===== config.mk =====
export PLATFORM = sky130hd
export DESIGN_NAME = led_rgb_fade_seq_flat
export DESIGN_NICKNAME = d
export VERILOG_FILES = /design/src/rtl/led_rgb_fade_seq_if.sv /design/src/rtl/led_rgb_fade_seq.sv /design/src/flat_wrapper.sv
export SDC_FILE = /design/constraint.sdc
export NUM_CORES = 1
export LEC_CHECK = 0
export ABC_CLOCK_PERIOD_IN_PS = 7800
export BUFFER_PORTS_ARGS = -buffer_cell sky130_fd_sc_hd__buf_2
export CORE_ASPECT_RATIO = 0.7
export CORE_MARGIN = 3
export CORE_UTILIZATION = 61
export DETAILED_ROUTE_END_ITERATION = 7
export GPL_TIMING_DRIVEN = 0
export PLACE_DENSITY_LB_ADDON = 0.05
export SYNTH_ARGS = -nofsm -noshare
export SYNTH_HDL_FRONTEND = slang
export SYNTH_SLANG_ARGS = --single-unit

===== constraint.sdc =====
create_clock -name AClkH -period 7.8 [get_ports AClkH]
set_clock_uncertainty 0.1 [all_clocks]
set_input_delay 1.56 -clock AClkH [delete_from_list [all_inputs] [get_ports AClkH]]
set_output_delay 1.56 -clock AClkH [all_outputs]
set_load 0.01 [all_outputs]

===== src/rtl/led_rgb_fade_seq_if.sv =====
// IO bus between the fade sequencer (master) and the RGB LED peripheral (slave).
interface led_rgb_fade_seq_if;
  logic [15:0] AIoAddr;
  logic [63:0] AIoMosi;
  logic [3:0]  AIoWrSize;
  logic [3:0]  AIoRdSize;
  logic        AIoAddrAck;

  modport master (
    output AIoAddr, AIoMosi, AIoWrSize, AIoRdSize,
    input  AIoAddrAck
  );

  modport slave (
    input  AIoAddr, AIoMosi, AIoWrSize, AIoRdSize,
    output AIoAddrAck
  );
endinterface


===== src/rtl/led_rgb_fade_seq.sv =====
// Frame-tick sequencer: resets the LED index, then writes a triangle-faded
// copy of the base colour to every LED with a per-LED phase offset.
module led_rgb_fade_seq #(
  parameter logic [15:0] CAddrBase   = 16'h0000,
  parameter int unsigned CLedCnt     = 16,
  parameter logic [23:0] CFrameDiv   = 24'd100000,
  parameter logic [7:0]  CStep       = 8'h04,
  parameter logic [7:0]  CPhaseOfs   = 8'h10,
  parameter logic [7:0]  CAckTimeout = 8'd32
) (
  input  logic                     AClkH,
  input  logic                     AResetH,
  input  logic                     AClkHEn,
  input  logic                     AEnable,
  input  logic [23:0]              ABaseColor,
  led_rgb_fade_seq_if.master       io,
  output logic                     ABusy,
  output logic                     AOverrun,
  output logic                     AErr,
  input  logic                     AErrClr
);

  typedef enum logic [1:0] {
    S_IDLE,
    S_RSTIDX,
    S_WRLED,
    S_DONE
  } state_t;

  state_t      r_state;
  state_t      w_state_nxt;
  logic [23:0] r_div;
  logic [7:0]  r_phase;
  logic [4:0]  r_idx;
  logic [7:0]  r_to;
  logic [23:0] r_base;
  logic        r_ovr;
  logic        r_err;

  logic        w_tick;
  logic        w_ack;
  logic        w_to_hit;
  logic        w_busy;
  logic        w_start;
  logic        w_timeout;
  logic [7:0]  w_q;
  logic [7:0]  w_lvl;
  logic [15:0] w_pr_r;
  logic [15:0] w_pr_g;
  logic [15:0] w_pr_b;
  logic [23:0] w_color;

  assign w_tick   = AClkHEn & AEnable & (r_div == (CFrameDiv - 24'd1));
  assign w_ack    = AClkHEn & io.AIoAddrAck;
  assign w_to_hit = (r_to == (CAckTimeout - 8'd1));

  // Triangle brightness: ramps up over q[6:0] in the low half, down in the high half.
  assign w_q     = r_phase + (8'(r_idx) * CPhaseOfs);
  assign w_lvl   = w_q[7] ? ~{w_q[6:0], 1'b0} : {w_q[6:0], 1'b0};
  assign w_pr_r  = {8'h00, r_base[23:16]} * {8'h00, w_lvl};
  assign w_pr_g  = {8'h00, r_base[15:8]}  * {8'h00, w_lvl};
  assign w_pr_b  = {8'h00, r_base[7:0]}   * {8'h00, w_lvl};
  assign w_color = {w_pr_r[15:8], w_pr_g[15:8], w_pr_b[15:8]};

  always_ff @(posedge AClkH) begin
    if (AResetH) begin
      r_state <= S_IDLE;
    end else if (AClkHEn) begin
      r_state <= w_state_nxt;
    end
  end

  always_comb begin
    w_state_nxt     = r_state;
    io.AIoAddr      = '0;
    io.AIoMosi      = '0;
    io.AIoWrSize    = '0;
    io.AIoRdSize    = '0;
    w_busy          = 1'b0;
    w_start         = 1'b0;
    w_timeout       = 1'b0;
    case (r_state)
      S_IDLE: begin
        if (w_tick) begin
          w_start     = 1'b1;
          w_state_nxt = S_RSTIDX;
        end
      end
      S_RSTIDX: begin
        w_busy       = 1'b1;
        io.AIoAddr   = CAddrBase;
        io.AIoRdSize = 4'b0001;
        if (w_ack) begin
          w_state_nxt = S_WRLED;
        end else if (AClkHEn && w_to_hit) begin
          w_timeout   = 1'b1;
          w_state_nxt = S_IDLE;
        end
      end
      S_WRLED: begin
        w_busy       = 1'b1;
        io.AIoAddr   = CAddrBase;
        io.AIoWrSize = 4'b0100;
        io.AIoMosi   = {40'h0, w_color};
        if (w_ack) begin
          if (r_idx == 5'(CLedCnt - 1)) begin
            w_state_nxt = S_DONE;
          end
        end else if (AClkHEn && w_to_hit) begin
          w_timeout   = 1'b1;
          w_state_nxt = S_IDLE;
        end
      end
      S_DONE: begin
        w_state_nxt = S_IDLE;
      end
      default: begin
        w_state_nxt = S_IDLE;
      end
    endcase
  end

  always_ff @(posedge AClkH) begin
    if (AResetH) begin
      r_div   <= '0;
      r_phase <= '0;
      r_idx   <= '0;
      r_to    <= '0;
      r_base  <= '0;
      r_ovr   <= 1'b0;
      r_err   <= 1'b0;
    end else if (AClkHEn) begin
      if (!AEnable || w_tick) begin
        r_div <= '0;
      end else begin
        r_div <= r_div + 24'd1;
      end

      if (w_start) begin
        r_base <= ABaseColor;
        r_idx  <= '0;
      end else if (r_state == S_WRLED && w_ack) begin
        r_idx <= r_idx + 5'd1;
      end

      // Each accepted transaction restarts the ack watchdog for the next one.
      if (w_start || w_ack || w_timeout) begin
        r_to <= '0;
      end else if (w_busy) begin
        r_to <= r_to + 8'd1;
      end

      if (r_state == S_DONE) begin
        r_phase <= r_phase + CStep;
      end

      if (w_tick && w_busy) begin
        r_ovr <= 1'b1;
      end else if (AErrClr) begin
        r_ovr <= 1'b0;
      end

      if (w_timeout) begin
        r_err <= 1'b1;
      end else if (AErrClr) begin
        r_err <= 1'b0;
      end
    end
  end

  assign ABusy    = w_busy;
  assign AOverrun = r_ovr;
  assign AErr     = r_err;

endmodule


===== src/flat_wrapper.sv =====
// flat-port wrapper written by rule: the top's interface ports become plain ports
module led_rgb_fade_seq_flat 
#(
  parameter logic [15:0] CAddrBase   = 16'h0000,
  parameter int unsigned CLedCnt     = 16,
  parameter logic [23:0] CFrameDiv   = 24'd100000,
  parameter logic [7:0]  CStep       = 8'h04,
  parameter logic [7:0]  CPhaseOfs   = 8'h10,
  parameter logic [7:0]  CAckTimeout = 8'd32
)
  (AClkH, AResetH, AClkHEn, AEnable, ABaseColor, ABusy, AOverrun, AErr, AErrClr, io_AIoAddr, io_AIoMosi, io_AIoWrSize, io_AIoRdSize, io_AIoAddrAck);
  led_rgb_fade_seq_if io_i ();
  input  logic AClkH;
  input  logic AResetH;
  input  logic AClkHEn;
  input  logic AEnable;
  input  logic [23:0] ABaseColor;
  output logic ABusy;
  output logic AOverrun;
  output logic AErr;
  input  logic AErrClr;
  output wire logic [$bits(io_i.AIoAddr)-1:0] io_AIoAddr;
  output wire logic [$bits(io_i.AIoMosi)-1:0] io_AIoMosi;
  output wire logic [$bits(io_i.AIoWrSize)-1:0] io_AIoWrSize;
  output wire logic [$bits(io_i.AIoRdSize)-1:0] io_AIoRdSize;
  input wire logic [$bits(io_i.AIoAddrAck)-1:0] io_AIoAddrAck;
  assign io_AIoAddr = io_i.AIoAddr;
  assign io_AIoMosi = io_i.AIoMosi;
  assign io_AIoWrSize = io_i.AIoWrSize;
  assign io_AIoRdSize = io_i.AIoRdSize;
  assign io_i.AIoAddrAck = io_AIoAddrAck;
  led_rgb_fade_seq #(.CAddrBase(CAddrBase), .CLedCnt(CLedCnt), .CFrameDiv(CFrameDiv), .CStep(CStep), .CPhaseOfs(CPhaseOfs), .CAckTimeout(CAckTimeout)) u_core (.AClkH(AClkH), .AResetH(AResetH), .AClkHEn(AClkHEn), .AEnable(AEnable), .ABaseColor(ABaseColor), .io(io_i), .ABusy(ABusy), .AOverrun(AOverrun), .AErr(AErr), .AErrClr(AErrClr));
endmodule

==> flow_summary.json <==
{
  "postRouteAntennaNets": 0,
  "criticalPathCategory": "flop to output port",
  "r2r_setup_slack_ns": 5.45,
  "drt-initial-drc-count": 702,
  "holdPathStages": 2,
  "critPathLaunch": "u_core.r_idx[3]$_SDFFE_PP0P_",
  "worst_pin_slew_ns": 0.913,
  "power.density_nw_per_um2": 74.9,
  "arrival_ns": 6.11,
  "io_pins": 121,
  "die_h_um": 111,
  "worstSetupStartpointType": "flop",
  "vdd_ir_drop_max_mv": 0.106,
  "total_power_w": 0.000871,
  "slew_viol_final": 0,
  "rsz0062_at_grt": "true",
  "synthesis.yosys.warnings": 0,
  "numCtsBuffers": 9,
  "maxCapViolations": 0,
  "syn_to_final_growth_pct": 20.0,
  "portBuffers": 57,
  "fin_area_um2": 11600,
  "setup_viol": 0,
  "combPwrFrac_pct": 7.0,
  "first_global_vias": 7515,
  "synth_cell_types": 63,
  "critPathCaptureType": "output port",
  "syn_area_um2": 9690,
  "track_usage_pct": 27.0,
  "path_clk_slew_ns": 0.07,
  "syn_inst": 1165,
  "dieArea_um2": 17500,
  "power.share.clock_pct": 51.3,
  "route.detailed.drc": 0,
  "cts_tree": "built",
  "endpoint": "io_AIoMosi[13]",
  "clock-sinks": 71,
  "globalRouteOverflowTotal": 0,
  "rr_endpoint": "u_core.r_base[14]$_SDFFE_PP0P_",
  "crit_fanout": 6,
  "syn_area_per_cell_um2": 8.32,
  "layout.nets": 1578,
  "place.gp.congestion": 0.906,
  "sequentialPowerShare_pct": 41.6,
  "hold_viol": 0,
  "clk_path_buf_depth": 2,
  "r2r_cells": 9,
  "stdcell_count": 1531,
  "cts_hold_buffers": 0,
  "first_pass_iters": 6,
  "synth_seq_area_share_pct": 14.7,
  "clkLatencyLatePin_ns": 0.35,
  "vias_per_cell": 5.36,
  "r2r-start": "u_core.r_div[0]$_SDFFE_PP0P_",
  "min_period_ns": 7.77,
  "initial_core_util_pct": 64.0,
  "core_um2": 15100,
  "status": "finished, final reports clean",
  "place_area_um2": 10400,
  "grt_pass1_wl_um": 37900,
  "final_cell_mix": "169 x inv_1, 168 x nand2_1, 98 x buf_4, 98 x fa_1, 96 x ha_1",
  "final_common_cell": "inv_1",
  "dp_cells": 1478,
  "avgRoutedWirePerCell_um": 15.8,
  "synth-edff-count": 0,
  "antenna_found_initial": 0,
  "root_buffer": "clkbuf_16",
  "row_count": 37,
  "die_x_um": 157,
  "htree_levels": 3,
  "maxSlewHeadroom_pct": 39.1,
  "p_int_w": 0.000653,
  "grt_max_degree": 15,
  "diodes": 0,
  "dp_hpwl_um": 18100,
  "async_flop_share_pct": 0,
  "drt-total-wl_um": 24200,
  "hp-class": "flop to flop",
  "vias": 8211,
  "fmax_mhz": 129,
  "period_share_pct": 99.6,
  "power_leakage_nw": 6.01,
  "required_ns": 6.14,
  "ys_ff_latch": 71,
  "synth-main-ff-cell": "dfxtp_1",
  "swShare_pct": 25.1,
  "drive_gt1_share_pct": 21.3,
  "switchingPower_w": 0.000219
}
-- worst min-delay path by stage --
stage                                      startpoint                          end  slack [ns]
final                     u_core.r_to[1]$_SDFFE_PP0P_  u_core.r_to[1]$_SDFFE_PP0P_        0.38
after detailed placement  u_core.r_to[1]$_SDFFE_PP0P_  u_core.r_to[1]$_SDFFE_PP0P_        0.37
after global placement    u_core.r_to[1]$_SDFFE_PP0P_  u_core.r_to[1]$_SDFFE_PP0P_        0.36
after CTS                 u_core.r_to[1]$_SDFFE_PP0P_  u_core.r_to[1]$_SDFFE_PP0P_        0.38
after floorplan           u_core.r_to[1]$_SDFFE_PP0P_  u_core.r_to[1]$_SDFFE_PP0P_        0.35
after global routing      u_core.r_to[1]$_SDFFE_PP0P_  u_core.r_to[1]$_SDFFE_PP0P_        0.41
-- timing repair --
item,4_1_cts,5_1_grt
pin swaps,11,69
resized for setup,53,81
endpoints found under the setup margin,24,23
buffers inserted,22,19
-- synth_stat cells, drive strengths merged, types with 2 or more instances --
master	count	area share [%]
inv	180	7.0
nand2	174	6.7
ha	111	14
fa	106	22
buf	79	5.8
dfxtp	71	15
and2	68	4.4
nor2	55	2.1
a21oi	54	2.8
xor2	31	3.0
a21o	25	1.9
clkbuf	22	0.85
nand3	21	1.2
xnor2	19	1.7
mux2i	15	1.5
nand2b	15	0.97
nor3	15	0.77
and3	13	0.84
nand4	13	0.84
and4	10	0.93
o21ai	10	0.52
o21a	7	0.54
nor4b	5	0.45
nor3b	4	0.31
or2	4	0.26
a2111oi	3	0.35
o2111ai	3	0.27
o21bai	3	0.23
a211o	2	0.18
a211oi	2	0.15
a221oi	2	0.25
a31o	2	0.18
a41oi	2	0.26
nor2b	2	0.13
-- worst max-delay path, cell delays in order (launching register included) --
cell and delay [ns]:
dfxtp_1 0.42, xor2_1 0.36, and3_4 0.25, or2_1 0.13, buf_6 0.16, buf_12 0.16
xor2_4 0.26, buf_6 0.17, nand2_1 0.08, fa_1 0.58, inv_1 0.06, fa_1 0.48
inv_1 0.06, fa_2 0.49, fa_2 0.58, inv_1 0.07, ha_4 0.17, a21o_1 0.19
a31o_4 0.22, a21o_1 0.16, a21o_1 0.16, a41oi_2 0.19, mux2i_1 0.19, buf_2 0.14
-- cells by family (layout without fill, tap and decap cells) --
family                     count (synthesis)  after routing  synth area share [%]
and+or+nand+nor                          406            406                  20.7
buffers and inverters                    281            391                  13.6
adders and majority gates                217            217                  36.2
AOI/OAI and AO/OA                        124            124                  8.50
DFF                                       71             71                  14.7
xor gates and xnor gates                  50             50                  4.75
muxes                                     15             15                  1.55
other                                      1             62                0.0387
-- flip-flops by register name (all words and copies together) (netlist names) --
signal / cells
u_core.r_to: 8
u_core.r_idx: 5
u_core.r_state: 2
u_core.AErr: 1
u_core.r_phase: 6
u_core.r_div: 24
u_core.AOverrun: 1
u_core.r_base: 24
-- power by group through the flow --
| stage | combinational, W | sequential [W] | clock [W] |
|---|---|---|---|
| finish | 0.0000612 | 0.000363 | 0.000447 |
| global route | 0.0000670 | 0.000363 | 0.000460 |
| CTS | 0.0000591 | 0.000363 | 0.000442 |
| detailed placement | 0.0000590 | 0.000372 | 0 |
| global placement | 0.0000586 | 0.000372 | 0 |
| floorplan | 0.0000460 | 0.000372 | 0 |
-- stage by stage --
| stage | setup slack (ns) | util, % | hold slack, ns | setup TNS (ns) |
|---|---|---|---|---|
| after floorplan | 0.459 | - | 0.353 | 0 |
| after global placement | -0.813 | 69.0 | 0.364 | -10.27 |
| after detailed placement | -0.863 | 69.0 | 0.372 | -11.70 |
| after CTS | 0.00382 | 73.7 | 0.382 | 0 |
| after global routing | -0.105 | 76.8 | 0.407 | -0.919 |
| final | 0.0330 | 76.8 | 0.382 | 0 |
-- final cells by class --
cell class	count	area, um^2
buffer	98	698
clock buffer	10	239
clock inverter	6	72.6
fill	1107	3510
inverter	180	676
multi-input combinational	874	7630
sequential	71	1440
tap	195	244
timing repair buffer	97	629
-- layer usage --
| metal | vias up | track usage [%] | part of all wire, % |
|---|---|---|---|
| met5 | - | 0 | 0 |
| met4 | 0 | 3.85 | 1.3 |
| met3 | 42 | 5.09 | 8.2 |
| met2 | 359 | 40.3 | 44 |
| met1 | 3879 | 41.6 | 47 |
| li1 | 3931 | - | - |
Note: power is estimated with default switching activity, not from simulation.
